$ cat config.mk
export PLATFORM = sky130hd
export DESIGN_NAME = debounce_sched
export DESIGN_NICKNAME = d
export VERILOG_FILES = /design/src/rtl/debounce_pkg.sv /design/src/rtl/debounce_chan.sv /design/src/rtl/debounce_sched.sv
export SDC_FILE = /design/constraint.sdc
export NUM_CORES = 1
export LEC_CHECK = 0
export BUFFER_PORTS_ARGS = -buffer_cell sky130_fd_sc_hd__clkbuf_2
export CAP_MARGIN = 20
export CORE_MARGIN = 8
export CORE_UTILIZATION = 40
export DETAILED_ROUTE_END_ITERATION = 6
export HOLD_SLACK_MARGIN = 0.03
export SYNTH_ARGS = -nofsm -noshare
export SYNTH_HDL_FRONTEND = slang
export SYNTH_SLANG_ARGS = --single-unit
$ cat constraint.sdc
create_clock -name clk -period 3.6 [get_ports clk]
set_input_delay 0.18 -clock clk [delete_from_list [all_inputs] [get_ports clk]]
set_output_delay 0.18 -clock clk [all_outputs]
set_load 0.02 [all_outputs]
$ cat src/rtl/debounce_pkg.sv
// Shared types and constants for the debounce scheduler: per-channel state
// encoding, stability counter width and an index-width helper.
package debounce_pkg;

  typedef enum logic [1:0] {
    S_LO     = 2'd0,
    S_CHK_HI = 2'd1,
    S_HI     = 2'd2,
    S_CHK_LO = 2'd3
  } chan_state_t;

  localparam int CNT_W = 8;

  // Width of an index into n items, never narrower than one bit.
  function automatic int idx_width(input int n);
    return (n > 1) ? $clog2(n) : 1;
  endfunction

endpackage

$ cat src/rtl/debounce_chan.sv
// One debounce channel: four-state FSM plus consecutive-tick counter, advanced
// only on the shared sample tick. The commit strobe is combinational in the tick cycle.
module debounce_chan
  import debounce_pkg::*;
#(
  parameter int STABLE = 10
) (
  input  logic clk,
  input  logic rst,
  input  logic tick,
  input  logic sample,
  output logic lvl,
  output logic commit
);

  localparam logic [CNT_W-1:0] STABLE_CNT = CNT_W'(STABLE);

  chan_state_t      state_q, state_d;
  logic [CNT_W-1:0] cnt_q, cnt_d, cnt_inc;
  logic             lvl_q, lvl_d;

  always_comb begin
    state_d = state_q;
    cnt_d   = cnt_q;
    lvl_d   = lvl_q;
    commit  = 1'b0;
    cnt_inc = cnt_q + CNT_W'(1);
    if (tick) begin
      unique case (state_q)
        S_LO, S_HI: begin
          if (sample != lvl_q) begin
            // A single differing tick is already enough when STABLE is 1.
            if (STABLE == 1) begin
              commit  = 1'b1;
              lvl_d   = sample;
              cnt_d   = '0;
              state_d = (state_q == S_LO) ? S_HI : S_LO;
            end else begin
              cnt_d   = CNT_W'(1);
              state_d = (state_q == S_LO) ? S_CHK_HI : S_CHK_LO;
            end
          end
        end
        S_CHK_HI, S_CHK_LO: begin
          if (sample == lvl_q) begin
            cnt_d   = '0;
            state_d = (state_q == S_CHK_HI) ? S_LO : S_HI;
          end else if (cnt_inc == STABLE_CNT) begin
            commit  = 1'b1;
            lvl_d   = sample;
            cnt_d   = '0;
            state_d = (state_q == S_CHK_HI) ? S_HI : S_LO;
          end else begin
            cnt_d = cnt_inc;
          end
        end
        default: begin
          state_d = S_LO;
          cnt_d   = '0;
        end
      endcase
    end
  end

  always_ff @(posedge clk or posedge rst) begin
    if (rst) begin
      state_q <= S_LO;
      cnt_q   <= '0;
      lvl_q   <= 1'b0;
    end else begin
      state_q <= state_d;
      cnt_q   <= cnt_d;
      lvl_q   <= lvl_d;
    end
  end

  assign lvl = lvl_q;

endmodule

$ cat src/rtl/debounce_sched.sv
// Multi-channel debouncer with a shared tick prescaler and a round-robin event
// output register. Define DEBOUNCE_SCHED_SYNC_EN to add a two-flop input synchronizer.
module debounce_sched
  import debounce_pkg::*;
#(
  parameter  int NCH     = 4,
  parameter  int FREQ    = 125,
  parameter  int TICK_US = 1000,
  parameter  int STABLE  = 10,
  localparam int CH_W    = idx_width(NCH)
) (
  input  logic            clk,
  input  logic            rst,
  input  logic [NCH-1:0]  i_sig,
  output logic [NCH-1:0]  o_lvl,
  output logic            o_ev_valid,
  input  logic            i_ev_ready,
  output logic [CH_W-1:0] o_ev_ch,
  output logic            o_ev_lvl,
  output logic [NCH-1:0]  o_ovf,
  input  logic            i_ovf_clr
);

  localparam int              TICKS      = FREQ * TICK_US;
  localparam int              PW         = idx_width(TICKS);
  localparam logic [PW-1:0]   PRESC_TERM = PW'(TICKS - 1);
  localparam logic [CH_W-1:0] RR_INIT    = CH_W'(NCH - 1);

  logic [PW-1:0]   presc_q, presc_d;
  logic            tick;
  logic [NCH-1:0]  samp;
  logic [NCH-1:0]  lvl, commit;
  logic [NCH-1:0]  pend_q, pend_d, plvl_q, plvl_d, ovf_q, ovf_d, grant;
  logic            ev_valid_q, ev_valid_d, ev_lvl_q, ev_lvl_d;
  logic [CH_W-1:0] ev_ch_q, ev_ch_d, rr_q, rr_d;
  logic            load, found;
  int              idx;

  assign tick    = (presc_q == PRESC_TERM);
  assign presc_d = tick ? '0 : presc_q + PW'(1);

`ifdef DEBOUNCE_SCHED_SYNC_EN
  logic [NCH-1:0] sync1_q, sync2_q;
  always_ff @(posedge clk or posedge rst) begin
    if (rst) begin
      sync1_q <= '0;
      sync2_q <= '0;
    end else begin
      sync1_q <= i_sig;
      sync2_q <= sync1_q;
    end
  end
  assign samp = sync2_q;
`else
  assign samp = i_sig;
`endif

  for (genvar gi = 0; gi < NCH; gi++) begin : g_chan
    debounce_chan #(
      .STABLE (STABLE)
    ) u_chan (
      .clk    (clk),
      .rst    (rst),
      .tick   (tick),
      .sample (samp[gi]),
      .lvl    (lvl[gi]),
      .commit (commit[gi])
    );
  end

  // Grants come from the registered pending set, so a commit landing in the
  // same cycle as its channel's grant stays queued behind the older event.
  always_comb begin
    load       = !ev_valid_q || i_ev_ready;
    found      = 1'b0;
    grant      = '0;
    idx        = 0;
    rr_d       = rr_q;
    ev_valid_d = ev_valid_q;
    ev_ch_d    = ev_ch_q;
    ev_lvl_d   = ev_lvl_q;
    if (load) begin
      ev_valid_d = 1'b0;
      for (int k = 1; k <= NCH; k++) begin
        idx = (int'(rr_q) + k) % NCH;
        if (!found && pend_q[idx]) begin
          found      = 1'b1;
          grant[idx] = 1'b1;
          rr_d       = CH_W'(idx);
          ev_ch_d    = CH_W'(idx);
          ev_lvl_d   = plvl_q[idx];
          ev_valid_d = 1'b1;
        end
      end
    end
    pend_d = (pend_q & ~grant) | commit;
    plvl_d = (plvl_q & ~commit) | (~lvl & commit);
    ovf_d  = (i_ovf_clr ? '0 : ovf_q) | (commit & pend_q & ~grant);
  end

  always_ff @(posedge clk or posedge rst) begin
    if (rst) begin
      presc_q    <= '0;
      pend_q     <= '0;
      plvl_q     <= '0;
      ovf_q      <= '0;
      ev_valid_q <= 1'b0;
      ev_ch_q    <= '0;
      ev_lvl_q   <= 1'b0;
      rr_q       <= RR_INIT;
    end else begin
      presc_q    <= presc_d;
      pend_q     <= pend_d;
      plvl_q     <= plvl_d;
      ovf_q      <= ovf_d;
      ev_valid_q <= ev_valid_d;
      ev_ch_q    <= ev_ch_d;
      ev_lvl_q   <= ev_lvl_d;
      rr_q       <= rr_d;
    end
  end

  assign o_lvl      = lvl;
  assign o_ev_valid = ev_valid_q;
  assign o_ev_ch    = ev_ch_q;
  assign o_ev_lvl   = ev_lvl_q;
  assign o_ovf      = ovf_q;

endmodule

After elaboration in Yosys (flattened, before gate mapping)
Cells that the tools add are included.
{"block": "totals", "regBits": 79, "latchBits": 0, "ram_bits": 0, "romBits": 0, "inputBits": 8, "output_inout_bits": 12, "word_cells": 253, "memories": 0}
{"block": "classes", "n_addsub": 9, "n_mul": 0, "n_div": 0, "magnitude_cmp": 8, "eq_ne": 33, "shift": 0, "mux": 119, "bitwise": 22, "reduce_logical": 42}
{"cell": "$mux 8", "n": 12}
{"cell": "$pmux 8 s2", "n": 4}
{"cell": "$mux 2", "n": 28}
{"cell": "$mux 1", "n": 49}
{"cell": "$mux 4", "n": 9}
{"cell": "$add 8x1->8 const B", "n": 4}
{"cell": "$eq 8x4->1 const B", "n": 4}
{"cell": "$or 4x4->4", "n": 6}
{"cell": "$reduce_or 2->1", "n": 12}
{"cell": "$and 4x4->4", "n": 5}
{"cell": "$add 17x1->17 const B", "n": 1}
{"cell": "$eq 17x17->1 const B", "n": 1}
{"cell": "$mux 17", "n": 1}
{"cell": "$bmux 1 s2", "n": 8}
{"cell": "$eq 2x2->1 const B", "n": 8}
{"cell": "$lt 3x4->1 const B", "n": 4}
{"cell": "$pmux 2 s2", "n": 4}
{"cell": "$reduce_and 4->1", "n": 4}
{"cell": "$ge 3x1->1 const B", "n": 4}
{"cell": "$ne 3x1->1 const B", "n": 4}
{"cell": "$not 4->4", "n": 3}
{"cell": "$reduce_and 3->1", "n": 4}
{"cell": "$reduce_and 2->1", "n": 5}
{"cell": "$demux 1 s2", "n": 4}
{"cell": "13 further kinds", "n": 45}

Logic depth before layout (Yosys ltp)
{"block": "logic_depth", "ltp_word": 23, "mapped_depth": 12, "depth_no_buf": 7}

Cells and area by module
Synthesis repeated with hierarchy kept, for this count alone.
{"block": "hier_totals", "hier_cells": 517, "hier_area_um2": 5041.1}
{"mod": "debounce_chan", "n_inst": 4, "cells_per_inst": 75, "area_each_um2": 699.4, "seq_area_each_um2": 250.2}
{"mod": "debounce_sched", "n_inst": 1, "cells_per_inst": 217, "area_each_um2": 2243.4, "seq_area_each_um2": 878.3}

Worst setup path after synthesis
No wires, ideal clock.
{"block": "synth_timing", "path_type": "flip-flop to flip-flop", "startpoint": "register rr_q[0]", "endpoint": "register ev_ch_q[0], in the netlist o_ev_ch[0]", "setup_ns": 0.122, "arrival_time_ns": 2.939, "required_ns": 3.478, "setup_slack_ns": 0.539, "stages_incl_launch_ff": 11, "path_cell_list": "dfstp_2 clkbuf_1 buf_2 buf_1 inv_1 ha_1 buf_1 mux2_2 a211oi_1 xnor2_1 o21ai_1"}
{"block": "synth_between", "elab_chain_len": 18, "elab_cells_between_ends": 34, "classes_between": "add/sub: 4; mux: 22; reduce/logical: 8"}
{"item": "start: declaration", "line_no": "debounce_sched.sv:35", "source": "logic [CH_W-1:0] ev_ch_q, ev_ch_d, rr_q, rr_d;"}
{"item": "start signal: assignment", "line_no": "debounce_sched.sv:119", "source": "rr_q <= rr_d;"}
{"item": "$add 2x1->2", "line_no": "debounce_sched.sv:85", "source": "idx = (int'(rr_q) + k) % NCH;"}
{"item": "$bmux 1 s2", "line_no": "debounce_sched.sv:86", "source": "if (!found && pend_q[idx]) begin"}
{"item": "$mux 1 (implied by the code) (2 in a row)", "line_no": "debounce_sched.sv:86"}
{"item": "$mux 1", "line_no": "debounce_sched.sv:86"}
{"item": "$mux 1", "line_no": "debounce_sched.sv:82", "source": "if (load) begin"}
{"item": "$logic_not 1->1", "line_no": "debounce_sched.sv:86"}
{"item": "$logic_and 1x1->1", "line_no": "debounce_sched.sv:86"}
{"item": "$mux 1", "line_no": "debounce_sched.sv:86"}
{"item": "$mux 1", "line_no": "debounce_sched.sv:82"}
{"item": "$logic_not 1->1", "line_no": "debounce_sched.sv:86"}
{"item": "$logic_and 1x1->1", "line_no": "debounce_sched.sv:86"}
{"item": "$mux 1", "line_no": "debounce_sched.sv:86"}
{"item": "$mux 1", "line_no": "debounce_sched.sv:82"}
{"item": "$logic_not 1->1", "line_no": "debounce_sched.sv:86"}
{"item": "$logic_and 1x1->1", "line_no": "debounce_sched.sv:86"}
{"item": "$reduce_bool 4->1 (no source line)"}
{"item": "$reduce_and 2->1 (no source line)"}
{"item": "end signal: assignment", "line_no": "debounce_sched.sv:117", "source": "ev_ch_q <= ev_ch_d;"}
{"item": "end: declaration", "line_no": "debounce_sched.sv:35"}
Parallel ways exist; a longest one is shown, timed or not. The select of a mux whose other input is x is not followed.
A chain may end at the register's enable or synchronous reset.

Worst setup path in the final report
Same ends and word-level chain as after synthesis.

==> reports/results.ini <==
[synthesis]
ys_ff_latch=75
synth-async-reset-ratio_pct=100
synth_top_family_by_area=simple AND/OR/NAND/NOR gates
synthMuxAreaShare_pct=6.48
synth_fa_ha_area_share_pct=4.39
synthFlopType=dfrtp_1
synthXorXnorAreaFrac_pct=5.60
synthSimpleGateAreaFrac_pct=22.4
synth_seq_area_share_pct=38.8
yosys_warnings=0
synth-compound-area-share_pct=17.6
avgSynthCellArea_sq_um=8.93
yosysUniqueCellTypes=69
synth_edf_count=0
synthesis.area_sq_um=4850
synthCells=543
synth_nets=568

[job]
drv_cap=0

[finish]
drive_above_1_share_pct=10.9
antennaDiodeCount=0
final_cell_area_sq_um=5300
fillers=1197
multi_input_area_sq_um=2740
fin_nets=572
seqCellArea_sq_um=1880
syn2layout_area_growth_pct=9.39

[drt]
drcViolationCount=0
routedWlPerCell_um=16.0
final_antenna_net_count=0
first_pass_iters=4
viasPerCell=5.82
vias=4068
drtIter0Drc=263
drt_wl_total_um=11200

[place]
placed_area_sq_um=5020
portBuffers=19
globalplace.congestion=0.886
dpl.hpwl_um=7910
dpl_worst_slack_ns=0.706

[clock_network]
htreeDepth=3
cts_made_buffers=9
clock-sinks=75
postCtsSetupRepairBufs=0
cts_resized=0
clk_pin_slew_ns=0.06
insertion_delay_ns=0.34
cts_tree=done
cts_root_buf=clkbuf_16
clock_path_buffers=2

[power_and_ir_drop]
p_leak_nw=2.18
power_density_nw_per_um2=324
ir_drop_mv=0.198

[grt]
grt_overflow=0
grt_pass1_vias=3871
grt_max_degree=45
grt_usage_pct=14.6
antenna_found_initial=0
grt_pass1_wl_um=19000

[status]
outcome=complete, no violations

[timing]
maxSlewViolCount=0
timing.fmax_mhz=346
worstMarginPinSlew_ns=0.963
min_period_ns=2.89
period_share_pct=80.3
fin_ws_ns=0.709
holdWs_ns=0.104
setup_violations=0
finClkSkew_ns=0.0106
rsz0062_at_grt=false
finalHoldViolCount=0
finalSetupTns_ns=0
relSlewSlack_pct=34.1

[worst_setup_path]
cp-end-kind=flip-flop
slowest_delay_ns=0.88
crit_type=flip-flop to flip-flop
critPathSlowestCell=dfstp_2
worstPathRequired_ns=3.82
crit_path_start_kind=flip-flop
crit_fanout=27
crit_path_cell_trace=inv_1 > ha_1 > mux2_2 > a211oi_1 > xnor2_1 > o21ai_1
cp.arrival_ns=3.11

[floorplan]
initial_utilization_pct=40.7
ios=20
die_area_sq_um=15900
die_h_um=126
std_cell_rows=40
die_x_um=126
design.core.area_sq_um=11900

[hold_path]
min_path_type=input pin to flip-flop

state kept, by name, summed over array words and instances (netlist names), 2 cells and up, named ones only:
register and count:
g_chan.u_chan.cnt_q 32, g_chan.u_chan.lvl 4, g_chan.u_chan.state_q 4, o_ev_ch 2, o_ovf 4, pend_q 4, presc_q 17, rr_q 2
Yosys cell counts, types with 4 or more instances:
| cell | n | area (sq um) |
|---|---|---|
| nand2_1 | 71 | 267 |
| nor2_1 | 25 | 93.8 |
| o22ai_1 | 8 | 50.1 |
| and3_1 | 6 | 37.5 |
| and2_1 | 5 | 31.3 |
| o41ai_1 | 4 | 35.0 |
| buf_4 | 4 | 30.0 |
| clkbuf_1 | 21 | 78.8 |
| xor2_1 | 14 | 123 |
| a21oi_1 | 23 | 115 |
| a31oi_1 | 6 | 37.5 |
| nand2b_1 | 9 | 56.3 |
| o21a_1 | 4 | 30.0 |
| mux2_2 | 9 | 101 |
| nand3_1 | 29 | 145 |
| inv_1 | 22 | 82.6 |
| dfrtp_1 | 73 | 1830 |
| o211ai_1 | 4 | 30.0 |
| nand3b_1 | 4 | 30.0 |
| o21ai_0 | 31 | 155 |
| a211oi_1 | 7 | 52.6 |
| nor3_1 | 19 | 95.1 |
| o31ai_1 | 4 | 30.0 |
| and4_1 | 4 | 35.0 |
| nand4_1 | 11 | 68.8 |
| mux2i_1 | 13 | 130 |
| nor4bb_1 | 4 | 40.0 |
| o221ai_1 | 4 | 35.0 |
| o21ai_1 | 5 | 25.0 |
| ha_1 | 17 | 213 |
| xnor2_1 | 17 | 149 |
logic make-up after synthesis:
logic type,after synthesis
mux,26
xor+xnor,31
buf+inv,54
compound gates,129
simple gates,211
flops,75
fa+ha+maj,17
power breakdown:
part,internal [mW],switching [mW],total [mW]
logic,0.00565,0.0249,0.0306
registers,0.843,0.0000000000000000964,0.843
clock network,0.503,0.341,0.844
stage by stage:
step,cells,total power [mW],utilization (%)
after detailed placement,682,0.890,42.1
after global routing,699,1.78,44.5
after CTS,699,1.75,44.5
after floorplan,543,0.875,-
final,699,1.72,44.5
after global placement,682,0.889,42.1
final timing paths:
path | startpoint | to | slack, ns | depth (start not counted)
setup / recovery | rr_q[0]$_DFFE_PP1P_ | o_ev_ch[0]$_DFFE_PP0P_ | 0.71 | 6
max in group asynchronous | rst | g_chan[2].u_chan.lvl$_DFFE_PP0P_ | 2.20 | 4
hold reg to reg | o_ev_ch[1]$_DFFE_PP0P_ | o_ev_ch[1]$_DFFE_PP0P_ | 0.51 | 2
hold / removal | i_ovf_clr | o_ovf[2]$_DFF_PP0_ | 0.10 | 2
setup reg to reg | rr_q[0]$_DFFE_PP1P_ | o_ev_ch[0]$_DFFE_PP0P_ | 0.71 | 6
min in group asynchronous | rst | o_ev_ch[1]$_DFFE_PP0P_ | 0.51 | 3
area by class of cell:
cell class	instances	area share, %
clock buffers	14	4.98
clock inverters	2	0.189
inverters	22	1.58
multi-input cells	414	51.7
flip-flops and latches	75	35.4
well taps	147	3.47
repair buffers	25	2.69
timing repair:
action	in CTS	in global routing
setup endpoints to repair	0	0
hold buffers	1	0
endpoints found under the hold margin	41	0
routing by layer:
metal	vias to the layer above	wire [um]	global-route usage (%)
met5	-	0	0
met4	0	271	6.94
met3	16	482	3.21
met2	68	5220	22.9
met1	1998	5240	18.8
li1	1986	-	-
worst max-delay path, delay by kind of cell, from the launching register on:
family / cells / cell delay (ns)
AO/OA/AOI/OAI: 2 / 0.40
XOR/XNOR: 1 / 0.17
adder cells (fa/ha/maj): 1 / 0.66
buffers and inverters: 1 / 0.21
flip-flops: 1 / 0.88
multiplexers: 1 / 0.44
placed cells by master (no fill, tap or decap), drive strengths merged, types with 5 or more instances in the layout:
master | netlist | layout
mux2 | 10 | 10
inv | 22 | 21
a211oi | 7 | 7
nand2b | 9 | 9
xor2 | 14 | 14
nor2 | 25 | 25
ha | 17 | 17
a21oi | 23 | 23
buf | 11 | 5
nor3 | 19 | 19
a31oi | 6 | 6
nand2 | 71 | 71
dfrtp | 73 | 73
nand4 | 11 | 11
xnor2 | 17 | 17
clkbuf | 21 | 33
mux2i | 13 | 13
nand3 | 29 | 29
and2 | 7 | 7
and3 | 6 | 6
o21ai | 36 | 36
o22ai | 8 | 8
Note: power is estimated with default switching activity, not from simulation.
